<file path="config.mk">
export PLATFORM = sky130hd
export DESIGN_NAME = arv_store_buffer
export DESIGN_NICKNAME = d
export VERILOG_FILES = /design/src/rtl/arv_store_buffer.sv
export SDC_FILE = /design/constraint.sdc
export NUM_CORES = 1
export LEC_CHECK = 0
export ABC_AREA = 1
export CORE_AREA = 2 2 273 275
export CTS_CLUSTER_DIAMETER = 120
export CTS_CLUSTER_SIZE = 14
export DETAILED_ROUTE_END_ITERATION = 8
export DIE_AREA = 0 0 275 277
export GPL_ROUTABILITY_DRIVEN = 0
export PLACE_DENSITY_LB_ADDON = 0.15
export SKIP_CTS_REPAIR_TIMING = 1
export SLEW_MARGIN = 15
export SYNTH_ARGS = -nofsm -noshare
export SYNTH_HDL_FRONTEND = slang
export SYNTH_SLANG_ARGS = --single-unit
</file>
<file path="constraint.sdc">
create_clock -name clk -period 9.2 [get_ports clk]
set_input_delay 2.76 -clock clk [delete_from_list [all_inputs] [get_ports clk]]
set_output_delay 2.76 -clock clk [all_outputs]
set_load 0.02 [all_outputs]
</file>
<file path="src/rtl/arv_store_buffer.sv">
// arv_store_buffer: posted-write store FIFO in front of a single-port SRAM.
// Loads own the port and see byte-granular forwarding from buffered stores.
// Stores drain whenever the core is not loading. The core is never stalled.
module arv_store_buffer #(
  parameter int DEPTH = 4
) (
  input  logic        clk,
  input  logic        reset,
  input  logic        write,
  input  logic [31:0] write_address,
  input  logic [31:0] DATA_out,
  input  logic [1:0]  size,
  input  logic        read,
  input  logic [31:0] read_address,
  output logic [31:0] DATA_in,
  output logic        mem_en,
  output logic        mem_we,
  output logic [29:0] mem_addr,
  output logic [3:0]  mem_be,
  output logic [31:0] mem_wdata,
  input  logic [31:0] mem_rdata,
  output logic        empty,
  output logic        full,
  output logic        overflow,
  output logic        misalign
);

  localparam int PW = (DEPTH > 1) ? $clog2(DEPTH) : 1;
  localparam int CW = PW + 1;

  typedef struct packed {
    logic [29:0] addr;
    logic [31:0] data;
    logic [3:0]  mask;
  } entry_t;

  entry_t        ent_q [DEPTH];
  entry_t        ent_d [DEPTH];
  logic [PW-1:0] head_q, head_d, tail_q, tail_d;
  logic [CW-1:0] count_q, count_d;
  logic          overflow_q, overflow_d;
  logic          misalign_q, misalign_d;
  logic [3:0]    fwd_mask_q, fwd_mask_d;
  logic [31:0]   fwd_data_q, fwd_data_d;
  logic          rd_pend_q, rd_pend_d;
  logic [31:0]   data_in_q, data_in_d;

  entry_t        st;
  logic          st_ok;
  logic          pop, push;
  logic [31:0]   merged;
  logic [PW-1:0] idx;

  // Low address bits of a load are irrelevant: the whole word is returned.
  logic unused_ok;
  assign unused_ok = &{1'b0, read_address[1:0]};

  assign empty    = (count_q == '0);
  assign full     = (count_q == CW'(DEPTH));
  assign overflow = overflow_q;
  assign misalign = misalign_q;

  // Decode the incoming store into a lane-placed entry and an alignment verdict.
  always_comb begin
    st_ok   = 1'b0;
    st.addr = write_address[31:2];
    st.mask = 4'b0000;
    st.data = '0;
    case (size)
      2'b00: begin
        st_ok   = 1'b1;
        st.mask = 4'b0001 << write_address[1:0];
        st.data = {4{DATA_out[7:0]}};
      end
      2'b01: begin
        st_ok   = ~write_address[0];
        st.mask = 4'b0011 << write_address[1:0];
        st.data = {2{DATA_out[15:0]}};
      end
      2'b10: begin
        st_ok   = (write_address[1:0] == 2'b00);
        st.mask = 4'b1111;
        st.data = DATA_out;
      end
      default: st_ok = 1'b0;
    endcase
    // Zero the unused lanes so buffered data is clean.
    for (int k = 0; k < 4; k++)
      if (!st.mask[k]) st.data[8*k +: 8] = 8'h00;
  end

  // Loads win the port; otherwise the head entry drains.
  always_comb begin
    pop       = ~read & ~empty;
    push      = write & st_ok & (~full | pop);
    mem_en    = read | ~empty;
    mem_we    = pop;
    mem_addr  = read ? read_address[31:2] : ent_q[head_q].addr;
    mem_be    = pop ? ent_q[head_q].mask : 4'b0000;
    mem_wdata = pop ? ent_q[head_q].data : 32'h0;
  end

  // FIFO pointer/count update and sticky error flags.
  always_comb begin
    for (int i = 0; i < DEPTH; i++) ent_d[i] = ent_q[i];
    head_d     = head_q;
    tail_d     = tail_q;
    count_d    = count_q;
    overflow_d = overflow_q | (write & st_ok & ~push);
    misalign_d = misalign_q | (write & ~st_ok);
    if (push) begin
      ent_d[tail_q] = st;
      tail_d        = tail_q + 1'b1;
    end
    if (pop) head_d = head_q + 1'b1;
    if (push && !pop)      count_d = count_q + 1'b1;
    else if (pop && !push) count_d = count_q - 1'b1;
  end

  // Forwarding snapshot: walk oldest to youngest so later matches overwrite,
  // then let the same-cycle store (logically older than the load) win last.
  always_comb begin
    fwd_mask_d = fwd_mask_q;
    fwd_data_d = fwd_data_q;
    idx        = head_q;
    if (read) begin
      fwd_mask_d = 4'b0000;
      fwd_data_d = '0;
      for (int i = 0; i < DEPTH; i++) begin
        idx = head_q + PW'(i);
        if (CW'(i) < count_q && ent_q[idx].addr == read_address[31:2])
          for (int k = 0; k < 4; k++)
            if (ent_q[idx].mask[k]) begin
              fwd_mask_d[k]         = 1'b1;
              fwd_data_d[8*k +: 8]  = ent_q[idx].data[8*k +: 8];
            end
      end
      if (push && st.addr == read_address[31:2])
        for (int k = 0; k < 4; k++)
          if (st.mask[k]) begin
            fwd_mask_d[k]        = 1'b1;
            fwd_data_d[8*k +: 8] = st.data[8*k +: 8];
          end
    end
  end

  // Load return: merge forwarded lanes over SRAM data, hold until next load.
  always_comb begin
    for (int k = 0; k < 4; k++)
      merged[8*k +: 8] = fwd_mask_q[k] ? fwd_data_q[8*k +: 8] : mem_rdata[8*k +: 8];
    DATA_in   = rd_pend_q ? merged : data_in_q;
    data_in_d = DATA_in;
    rd_pend_d = read;
  end

  // Control state with synchronous active-low reset.
  always_ff @(posedge clk) begin
    if (!reset) begin
      head_q     <= '0;
      tail_q     <= '0;
      count_q    <= '0;
      overflow_q <= 1'b0;
      misalign_q <= 1'b0;
      fwd_mask_q <= 4'b0000;
      fwd_data_q <= '0;
      rd_pend_q  <= 1'b0;
      data_in_q  <= '0;
    end else begin
      head_q     <= head_d;
      tail_q     <= tail_d;
      count_q    <= count_d;
      overflow_q <= overflow_d;
      misalign_q <= misalign_d;
      fwd_mask_q <= fwd_mask_d;
      fwd_data_q <= fwd_data_d;
      rd_pend_q  <= rd_pend_d;
      data_in_q  <= data_in_d;
    end
  end

  // Entry storage; validity is tracked by count, so no reset is needed.
  always_ff @(posedge clk) begin
    for (int i = 0; i < DEPTH; i++) ent_q[i] <= ent_d[i];
  end

endmodule

</file>
==> reports/qor.csv <==
stage;metric;value;unit
power;Max VDD drop;0.195;mV
floorplan;die width;275;microns
clocking;CTS tree;built;
final_layout;fin area;29200;sq um
setup_path;critical path capture point type;output pin;
floorplan;core area;73600;sq um
power;leakage;13.1;nW
clocking;later-pin clock latency in the skew report;0.64;ns
setup_path;crit-path max FO;59;
placement;Placed Area;28400;sq um
synthesis;syn avg cell area;6.48;sq um
final_layout;most common cell after layout, fill and taps aside;nand2_1;
timing;f_max;0.132;GHz
final_layout;Finished Layout Cells;5017;
final_layout;nets;4170;
synthesis;simple-gate portion of the synthesized area;0.360;
synthesis;register area share after synthesis;0.375;
global_route;Tot GR Track Use;0.276;
synthesis;synth warn;0;
synthesis;ys async rst share;0;
synthesis;Syn Std Cell Area;25400;sq um
route;final WL;108000;microns
synthesis;post-synthesis mux area share;0.00236;
hold_path;worst hold start;fwd_data_q[13];
clocking;htree depth;1;
floorplan;number of placement rows;100;
route;Pre-antenna DRT Iters;6;
status;status;finished, final reports clean;
run;# Max-Cap Violations;0;
synthesis;Adder-Cell Fraction of Synth Area;0.00443;
timing;Setup Viol. Count Final;0;
synthesis;Synth area leader;edfxtp_1;
final_layout;layout cell share with drive strength beyond 1;0.0309;
timing;Worst slew margin;0.252;
route;DR vias;26800;
global_route;global-route wire length before repair;157000;microns
setup_path;FF-to-FF Start;head_q[0];
floorplan;die area;76200;sq um
synthesis;Compound-Gate Fraction of Synth Area;0.137;
global_route;initial antenna violation count;5;
global_route;total gr overflow;0;
setup_path;Worst EP required;6.44;ns
hold_path;Worst Hold Class;flop to flop;
timing;worst slew pin tran;1.12;ns
route;vias per cell;5.35;
timing;Clock Skews;0.0447;ns
setup_path;Setup crit start;read;
synthesis;Seq cells post-synth;344;
setup_path;Setup CP Type;primary input to output pin;
floorplan;initial core utilization;0.346;
final_layout;Area Growth Syn to Fin;14.7;%
synthesis;Synth Instances;3927;
timing;Fin Setup TNS;0;ns
route;antenna-violating nets left;0;
synthesis;Synth top area share;0.312;
synthesis;number of distinct library cells after synthesis;55;
power;power per cell area;236;nW/um^2
synthesis;ys flop type;edfxtp_1;
timing;Tmin final;7.56;ns
timing;Final Hold Fails;0;
placement;Port Buffers;235;
synthesis;Synth Area in XOR/XNOR;0.0110;
route;DRC violations left;0;
power;Power Total;6.90;mW
timing;Max Slew Vio Count;0;
floorplan;Die Y;277;microns
clocking;clock root buffer;clkbuf_16;
synthesis;number of synthesized flops with an enable pin;264;
clocking;CTS Buf Count;28;
placement;DP Wirelength;74800;microns
timing;final period utilization;0.821;
clocking;clk sinks;344;
setup_path;Critical Path AT;4.80;ns
placement;placed insts;4966;
floorplan;IO Pins;238;
clocking;clk slew on worst S/H paths;0.07;ns
clocking;Max clock buf depth;3;
global_route;largest net degree at the start of global routing;179;
timing;RSZ-0062 raised after global routing;false;
synthesis;Area contributors post-synth;edfxtp_1, nand2_1, inv_1;
route;drt wl/cell;21.5;microns
synthesis;largest family of logic cells by synthesized area;simple AND/OR/NAND/NOR gates;
synthesis;syn nets;4070;
route;Iteration-0 DRC Markers;3038;
global_route;vias in the first global route;24200;
final_layout;most frequent cells in the layout;nand2_1, inv_1, o21ai_0;
setup_path;CP startpoint kind;primary input;
==> through the flow <==
step / setup WS (ns) / hold slack (ns) / util
finish: 1.64 / 0.464 / 0.397
global route: 1.35 / 0.487 / 0.397
CTS: 1.53 / 0.466 / 0.397
detailed placement: 1.54 / 0.455 / 0.386
global placement: 1.58 / 0.452 / 0.386
floorplan: 2.27 / 0.441 / -
==> kinds of logic (layout without fill, tap and decap cells) <==
family | count (synthesis) | count (layout)
buffers and inverters | 674 | 794
AO/OA/AOI/OAI | 611 | 611
flip-flops | 344 | 344
adder cells (fa/ha/maj) | 9 | 9
AND/OR/NAND/NOR | 2251 | 2251
XOR/XNOR | 32 | 32
other | 0 | 1
multiplexers | 6 | 6
==> per-layer routing <==
layer	track usage	vias up	part of all wire
met3	0.0404	198	0.094
met1	0.397	12500	0.44
met2	0.425	1244	0.43
met4	0.0821	4	0.032
li1	-	12900	-
met5	0	-	0.00025
==> worst paths after layout <==
| kind | end | slack, ns | cells past startpoint |
|---|---|---|---|
| worst max-delay path | mem_addr[2] | 1.64 | 5 |
| worst min-delay path | fwd_data_q[13] | 0.46 | 2 |
| worst max register to register | fwd_data_q[5] | 3.53 | 21 |
| worst min register to register | fwd_data_q[13] | 0.46 | 2 |
==> flip-flops by register name, indices dropped and copies added, names as in the netlist, named ones only <==
register and cells:
ent_q 264, rd_pend_q 1, tail_q 2, fwd_data_q 32
count_q 3, head_q 2, overflow 1, fwd_mask_q 4
misalign 1, data_in_q 32
==> synth_stat cells (7+ instances only) <==
cell type  number
nor2_1        304
clkbuf_1      106
buf_1          10
buf_4          34
a221oi_1       31
inv_1         455
a21oi_1       115
nand2_1      1543
nand4_1        32
nand3_1       313
xnor2_1        15
inv_2          10
or2_2          12
o22ai_1        27
o21ai_0       339
xor2_1         17
a32oi_1        32
and2_1          8
clkinv_1        7
o21ai_1        12
buf_2          35
ha_1            9
buf_6          13
o21a_1         33
dfxtp_1        80
edfxtp_1      264
==> critical path, stage by stage <==
cell	delay, ns
buf_4	0.44
buf_4	0.57
nand2_1	0.09
o21ai_0	0.21
clkdlybuf4s50_1	0.69
==> area by class of cell <==
cell class / count / area, sq um
Antenna cell: 1 / 2.50
Clock buffer: 48 / 776
Clock inverter: 2 / 38.8
Fill cell: 7908 / 44400
Inverter: 474 / 1790
Multi-Input combinational cell: 2909 / 13200
Sequential cell: 344 / 9540
Tap cell: 969 / 1210
Timing Repair Buffer: 270 / 2660
==> power breakdown <==
part	switching (mW)	total (mW)	leakage [nW]	internal, mW
Combinational	2.80	3.87	9.68	1.07
Clock	0.626	1.20	0.384	0.574
Sequential	0.0877	1.82	3.08	1.74
(Power assumes the default switching activity.)
